<file path="src/rtl/lvda_pkg.sv">
// Shared LVDA definitions: error-monitor readout defaults, state encoding and
// a counter-width helper used by the serializers.
package lvda_pkg;

  localparam int EM_WIDTH  = 26;
  localparam int EM_CLRLEN = 2;

  typedef enum logic [2:0] {
    EM_IDLE    = 3'd0,
    EM_CAPTURE = 3'd1,
    EM_SHIFT   = 3'd2,
    EM_CLEAR   = 3'd3,
    EM_DONE    = 3'd4
  } em_state_t;

  function automatic int ctr_width(input int n);
    return (n <= 2) ? 1 : $clog2(n);
  endfunction

endpackage

</file>
<file path="src/rtl/em_shift_ctr.sv">
// V1-enabled down-counter with synchronous load and terminal-count flag.
// Holds at zero rather than wrapping, so a late decrement is harmless.
module em_shift_ctr #(
  parameter int CW = 5
) (
  input  logic          clk,
  input  logic          rst_n,
  input  logic          v1,
  input  logic          load,
  input  logic [CW-1:0] load_val,
  input  logic          dec,
  output logic [CW-1:0] count,
  output logic          tc
);

  assign tc = (count == '0);

  always_ff @(posedge clk or negedge rst_n) begin
    if (!rst_n) begin
      count <= '0;
    end else if (v1) begin
      if (load) begin
        count <= load_val;
      end else if (dec && !tc) begin
        count <= count - CW'(1);
      end
    end
  end

endmodule

</file>
<file path="src/rtl/em_readout.sv">
// Error monitor readout: snapshots the active-low EM latches on RDEM, shifts
// the word out MSB first on V1 cells, then optionally requests a clear.
module em_readout
  import lvda_pkg::*;
#(
  parameter int WIDTH  = EM_WIDTH,
  parameter int CLRLEN = EM_CLRLEN
) (
  input  logic             SIM_CLK,
  input  logic             SIM_RST,
  input  logic             V1,
  input  logic [WIDTH-1:0] EMN,
  input  logic             RDEM,
  input  logic             CLRINH,
  output logic             SERDAT,
  output logic             SERVAL,
  output logic             BUSY,
  output logic             EMCLR,
  output logic             ANYERR,
  output logic             LATE,
  output logic [2:0]       dbg_state
);

  localparam int CW = ctr_width((WIDTH > CLRLEN) ? WIDTH : CLRLEN);

  // Handshake: RDEM is a one-cycle request accepted only in IDLE; BUSY is the
  // busy/not-ready indication, SERVAL qualifies SERDAT for the current V1 cell.

  em_state_t        state, state_nxt;
  logic [WIDTH-1:0] snap;
  logic             late_q;
  logic             snap_load;
  logic             late_set;
  logic             ctr_load;
  logic             ctr_dec;
  logic [CW-1:0]    ctr_val;
  logic [CW-1:0]    ctr_count;
  logic             ctr_tc;

  em_shift_ctr #(.CW(CW)) u_ctr (
    .clk      (SIM_CLK),
    .rst_n    (SIM_RST),
    .v1       (V1),
    .load     (ctr_load),
    .load_val (ctr_val),
    .dec      (ctr_dec),
    .count    (ctr_count),
    .tc       (ctr_tc)
  );

  always_comb begin
    state_nxt = state;
    snap_load = 1'b0;
    late_set  = 1'b0;
    ctr_load  = 1'b0;
    ctr_dec   = 1'b0;
    ctr_val   = '0;
    case (state)
      EM_IDLE: begin
        if (RDEM) state_nxt = EM_CAPTURE;
      end
      EM_CAPTURE: begin
        if (V1) begin
          snap_load = 1'b1;
          ctr_load  = 1'b1;
          ctr_val   = CW'(WIDTH - 1);
          state_nxt = EM_SHIFT;
        end
      end
      EM_SHIFT: begin
        if (V1) begin
          if (ctr_tc) begin
            if (!CLRINH) begin
              ctr_load  = 1'b1;
              ctr_val   = CW'(CLRLEN - 1);
              state_nxt = EM_CLEAR;
            end else begin
              state_nxt = EM_DONE;
            end
          end else begin
            ctr_dec = 1'b1;
          end
        end
      end
      EM_CLEAR: begin
        if (V1) begin
          // Errors not in the snapshot are wiped by this clear without being read.
          late_set = |(~EMN & ~snap);
          if (ctr_tc) state_nxt = EM_DONE;
          else        ctr_dec   = 1'b1;
        end
      end
      EM_DONE: begin
        state_nxt = EM_IDLE;
      end
      default: begin
        state_nxt = EM_IDLE;
      end
    endcase
  end

  always_ff @(posedge SIM_CLK or negedge SIM_RST) begin
    if (!SIM_RST) begin
      state  <= EM_IDLE;
      snap   <= '0;
      late_q <= 1'b0;
    end else begin
      state <= state_nxt;
      if (snap_load) begin
        snap   <= ~EMN;
        late_q <= 1'b0;
      end else if (late_set) begin
        late_q <= 1'b1;
      end
    end
  end

  assign SERVAL    = (state == EM_SHIFT);
  assign SERDAT    = SERVAL & snap[ctr_count];
  assign BUSY      = (state == EM_CAPTURE) || (state == EM_SHIFT) || (state == EM_CLEAR);
  assign EMCLR     = (state == EM_CLEAR);
  assign ANYERR    = |(~EMN);
  assign LATE      = late_q;
  assign dbg_state = state;

endmodule

</file>
<file path="config.mk">
export PLATFORM = sky130hd
export DESIGN_NAME = em_readout
export DESIGN_NICKNAME = d
export VERILOG_FILES = /design/src/rtl/lvda_pkg.sv /design/src/rtl/em_shift_ctr.sv /design/src/rtl/em_readout.sv
export SDC_FILE = /design/constraint.sdc
export NUM_CORES = 1
export LEC_CHECK = 0
export CORE_MARGIN = 2
export CORE_UTILIZATION = 50
export DETAILED_ROUTE_END_ITERATION = 7
export DONT_BUFFER_PORTS = 1
export PLACE_DENSITY = 0.79
export SETUP_SLACK_MARGIN = 0.5
export SYNTH_ARGS = -nofsm -noshare
export SYNTH_HDL_FRONTEND = slang
export SYNTH_SLANG_ARGS = --single-unit
</file>
<file path="constraint.sdc">
create_clock -name SIM_CLK -period 1.7 [get_ports SIM_CLK]
set_input_delay 0.255 -clock SIM_CLK [delete_from_list [all_inputs] [get_ports SIM_CLK]]
set_output_delay 0.255 -clock SIM_CLK [all_outputs]
set_load 0.005 [all_outputs]
</file>
# Yosys cells after proc, flatten, opt, wreduce, memory -nomap -nowiden
# Cells that the tools add are included.
classes:
  add_sub_neg: 1
  magnitude_cmp: 1
  n_eq_ne: 9
  n_mux: 28
  bitwise: 4
  n_reduce_logical: 13
ops:
  columns: ["op", "count"]
  rows:
  - ["NOT 26 bit", 2]
  - ["OR reduction 26 bit", 2]
  - ["AND 26 bit", 1]
  - ["two-way mux 3 bit", 7]
  - ["two-way mux 1 bit", 15]
  - ["one-hot mux 3 bit (4 select lines)", 1]
  - ["two-way mux 5 bit", 2]
  - ["one-hot mux 5 bit (2 select lines)", 1]
  - ["inequality test 2 bit, second input constant", 4]
  - ["equality test 3 x 2 -> 1 bit, second input constant", 2]
  - ["less-than comparator 5 x 6 -> 1 bit, second input constant", 1]
  - ["AND reduction 6 bit", 1]
  - ["binary-select mux 1 bit (select 5 bit)", 1]
  - ["logical NOT 5 bit", 1]
  - ["subtractor 5 x 1 -> 5 bit, second input constant", 1]
  - ["inequality test 2 x 1 -> 1 bit, second input constant", 2]
  - ["nonzero test 2 bit", 2]
  - ["equality test 3 x 1 -> 1 bit, second input constant", 1]
  - ["logical NOT 3 bit", 1]
  - ["logical OR 1 bit", 2]
  - ["one-hot mux 1 bit (2 select lines)", 1]
  - ["AND reduction 2 bit", 1]
  - ["OR reduction 2 bit", 1]
  - ["AND 1 bit", 1]
  - ["other kinds (2)", 2]
totals:
  reg_bits: 35
  inputBits: 31
  out_inout_bits: 9
  elab_cells: 60

# Depth between registers and ports, before layout
depth:
  word_depth: 7
  ltp_mapped: 7
  depth_no_buf: 6

# By module
# A second synthesis with hierarchy kept.
hier_totals:
  hier_cells: 204
  hier_area_um2: 1925.6
by_module_without_submodules:
  columns: ["module", "n_inst", "cells_each", "area_per_inst_um2", "seq_area_each_um2"]
  rows:
  - ["em_readout", 1, 169, 1594.0, 750.7]
  - ["em_shift_ctr", 1, 35, 331.6, 125.1]

# Least setup slack after synthesis
# OpenSTA, ideal clock, no wires.
synth_path:
  path_kind: "flip-flop to flip-flop"
  startpoint: "register u_ctr.count[1]"
  endpoint: "register u_ctr.count[4]"
  setup_time_ns: 0.087
  t_arrival_ns: 1.631
  required_ns: 1.613
  slack_ns: -0.018
  stages_incl_launch_ff: 8
  n_path_buf: 1
  synth_period_minus_slack_ns: 1.718
  cell_sequence: "dfrtp_1 > buf_2 > inv_1 > ha_1 > nor4b_4 > and3b_4 > and4_1 > a211oi_2"
synth_via:
  elab_chain_cells: 7
  elab_cells_between_ends: 14
  classes_between: "add/sub: 1; mux: 8; reduce/logical: 5"
synth_rtl:
  columns: ["item", "line", "rtl"]
  rows:
  - ["start: declaration", "em_shift_ctr.sv:12", "output logic [CW-1:0] count,"]
  - ["start signal: assignment", "em_shift_ctr.sv:23", "count <= load_val;"]
  - ["start signal: assignment", "em_shift_ctr.sv:25", "count <= count - CW'(1);"]
  - ["logical NOT 5 bit", "em_shift_ctr.sv:16", "assign tc = (count == '0);"]
  - ["two-way mux 1 bit", "em_readout.sv:72, em_readout.sv:89", null]
  - ["two-way mux 1 bit", "em_readout.sv:86", "if (V1) begin"]
  - ["two-way mux 1 bit", null, null]
  - ["logical AND 1 bit", "em_shift_ctr.sv:24", "end else if (dec && !tc) begin"]
  - ["nonzero test 2 bit (no source line)", null, null]
  - ["AND reduction 2 bit (no source line)", null, null]
# Parallel ways exist; a longest one is shown, timed or not. The select of a mux whose other input is x is not followed.
# A chain may end at the register's enable or synchronous reset.

# Final worst setup path
layout_path:
  startpoint: "register snap[12]"
  endpoint: "output port SERDAT"
layout_via:
  elab_chain_cells: 3
layout_rtl:
  columns: ["item", "line", "rtl"]
  rows:
  - ["start: declaration", "em_readout.sv:30", "logic [WIDTH-1:0] snap;"]
  - ["start signal: assignment", "em_readout.sv:110", "snap <= ~EMN;"]
  - ["binary-select mux 1 bit (select 5 bit)", "em_readout.sv:119", "assign SERDAT = SERVAL & snap[ctr_count];"]
  - ["two-way mux 1 bit (implied by the code)", "em_readout.sv:119", null]
  - ["AND 1 bit", "em_readout.sv:119", null]
  - ["end: declaration", "em_readout.sv:15", "output logic SERDAT,"]
# Every way passes these cells. The select of a mux whose other input is x is not followed.

==> reports/results.ini <==
[outcome]
status=finished with violations
violations=setup timing

[critical_path]
path_buf_inv=0
r2r-end=dbg_state[0]$_DFFE_PN0P_
cp_slowest_cell=mux4_2
rrSetupSlack_ns=-0.21
critPathMaxFanout=3
crit_chain=mux4_2 > mux2_2 > nand4_1 > a22oi_2
critical_path.startpoint_type=flip-flop
critPathRequiredTime_ns=1.44
critPathMaxStageDelay_ns=0.48
cp.arrival_ns=1.78
cpLargestDelayFamily=multiplexers
critical_path_class=flip-flop to output pin
r2r_cells=8
timing.rr.start=u_ctr.count[0]$_DFFE_PN0P_
crit_path_end_kind=output pin

[grt]
grt_max_degree=36
grt_overflow=0
antenna_found_initial=0
grt_pass1_vias=1936
grt_first_pass_wirelength_um=10010
grtUsageTotal_pct=31.41

[detailed_routing]
drt-wirelength-per-cell_um=24.81
vias_per_cell=6.823
drc=0
postRouteWirelength_um=7021
drt-initial-drc-count=111
vias=1931
firstDrtPassIters=4
final_antenna_net_count=0

[power]
ir_drop_v=0.001381
static-leakage-power_nw=1.249
powerDensity_mw_per_mm2=1987

[placement]
hpwl_um=3440
place_congestion=0.8926
io_buffers=0
placed_cells=247

[sta]
rsz0062_at_grt=true
clock_skew_ns=0.01259
worst_slew_pin_slew_ns=0.3642
fmax_ghz=0.4914
whs_ns=0.007617
period_share_pct=119.7
setup_viol=9
fin_ws_ns=-0.3351
finalCriticalPeriod_ns=2.035
final-max-slew-violation-count=0
final_hold_viol_count=0
max_slew_margin_pct=75.54

[synthesis]
yosysMostFrequentCell=dfrtp_1
synth.top_cell.area_share_pct=45.51
yosys-top-cells-area=dfrtp_1 46%, nand2_1 6.0%, o21ai_0 4.9%
synthTopCellsByCount=35 x dfrtp_1, 31 x nand2_1, 19 x o21ai_0
syn_nets=229
ys_seq_area_share_pct=45.51
ys_ff_latch=35
yosys_most_used_dff=dfrtp_1
async_reset_ff_share_pct=100.0
yosys.area.top_type=dfrtp_1
synth_edf_count=0
synth.distinct_cells=48
yosys_warnings=0
netlist_area_mm2=0.001924
syn_area_per_cell_um2=9.818
synthCells=196

[min_path]
worstHoldStart=EMN[23]
min_to=snap[23]$_DFFE_PN0P_
min_path_type=input port to flip-flop
whs_path_depth=1

[clock_tree]
cts.reportedPaths.clkPinSlew_ns=0.09
cts-buffers-inserted=5
htreeDepth=2
clk_latency_ns=0.31
cts_tree=yes
cts_root_buf=clkbuf_8
clkSinkCount=35
clockBufferDepth=2

[finish]
n_antenna_cell=0
final_cells=283
layout.nets=267
drive_above_1_share_pct=54.47
area_growth_pct=57.48

[floorplan]
core_mm2=0.003689
die_w_um=66.04
io_pins=40
die_area_mm2=0.004361
fp-row-count=22
start_util_pct=52.17
die_h_um=66.04

[flow_run]
max_cap_violations=0

-- worst max path at each step --
stage	cells after the start	slack (ns)	endpoint	startpoint
floorplan	7	0.08	u_ctr.count[4]$_DFFE_PN0P_	u_ctr.count[1]$_DFFE_PN0P_
global placement	7	0.02	u_ctr.count[4]$_DFFE_PN0P_	u_ctr.count[0]$_DFFE_PN0P_
detailed placement	5	-0.1	SERDAT	u_ctr.count[0]$_DFFE_PN0P_
CTS	4	-0.31	SERDAT	u_ctr.count[0]$_DFFE_PN0P_
global route	5	-0.37	SERDAT	u_ctr.count[1]$_DFFE_PN0P_
finish	4	-0.34	SERDAT	snap[12]$_DFFE_PN0P_
-- layout by cell type, fill, tap and decap left out, drive strengths merged, types with 2 or more instances in the layout --
master / instances
clkbuf: 6
dfrtp: 35
mux2: 3
xnor2: 2
a211oi: 2
inv: 5
nand4: 8
o22ai: 13
nor4: 4
bufinv: 2
buf: 40
a21oi: 4
o21bai: 2
nand3: 2
nor2: 8
mux2i: 5
a311oi: 2
nand2: 31
mux4: 4
nor3: 3
nand2b: 3
ha: 2
o41ai: 2
o21ai: 26
-- area by class of cell --
type                    instances  area (um2)
well taps                      48       60.06
repair buffers                 42       598.1
flip-flops and latches         35       880.8
fillers                       193       658.1
inverters                       5       26.28
clock buffers                   5       68.82
clock inverters                 3       67.56
multi-input cells             145        1329
-- sequential cells by signal, indices dropped and copies added, names as in the netlist --
| signal | flops |
|---|---|
| u_ctr.count | 5 |
| dbg_state | 3 |
| LATE | 1 |
| snap | 26 |
-- timing repair --
action / 4_1_cts / 5_1_grt
gates resized for setup: 96 / 33
hold buffers: 2 / 0
setup endpoints to repair: 39 / 40
setup buffers: 11 / 7
gates cloned: 7 / 1
endpoints found under the hold margin: 35 / 0
pin swaps: 29 / 15
-- stage by stage --
| stage | cell area (um2) | setup WS (ns) | power, mW | utilization, % | TNS [ns] |
|---|---|---|---|---|---|
| final | 3030 | -0.3351 | 6.020 | 82.16 | -1.734 |
| after global routing | 3030 | -0.3658 | 6.268 | 82.16 | -2.427 |
| after detailed placement | 2056 | -0.09610 | 3.263 | 55.73 | -0.1331 |
| after floorplan | 1952 | 0.08349 | 2.793 | - | 0 |
| after CTS | 2781 | -0.3062 | 5.347 | 75.41 | -1.034 |
| after global placement | 2056 | 0.01840 | 3.202 | 55.73 | 0 |
-- logic make-up (layout without fill, tap and decap cells) --
group / after synthesis / count (layout) / synth area share, %
AOI/OAI and AO/OA: 59 / 59 / 19.38
xor gates and xnor gates: 2 / 2 / 0.9104
adders and majority gates: 2 / 2 / 1.300
buffers and inverters: 16 / 55 / 3.966
DFF: 35 / 35 / 45.51
muxes: 12 / 12 / 9.428
and+or+nand+nor: 70 / 70 / 19.51
-- layer usage --
| metal | global-route usage (%) | vias to the layer above | wire [um] |
|---|---|---|---|
| li1 | - | 822 | - |
| met1 | 39.20 | 963 | 2638 |
| met2 | 50.25 | 114 | 3554 |
| met3 | 9.540 | 32 | 514 |
| met4 | 14.03 | 0 | 313 |
| met5 | 0 | - | 0 |
-- report_power, final --
| group | total (mW) | internal [mW] | switching [mW] |
|---|---|---|---|
| combinational | 3.31 | 1.80 | 1.52 |
| clock | 0.933 | 0.586 | 0.347 |
| sequential | 1.78 | 1.22 | 0.554 |
| total | 6.02 | 3.60 | 2.42 |
Power figures use the tool's default switching activity.
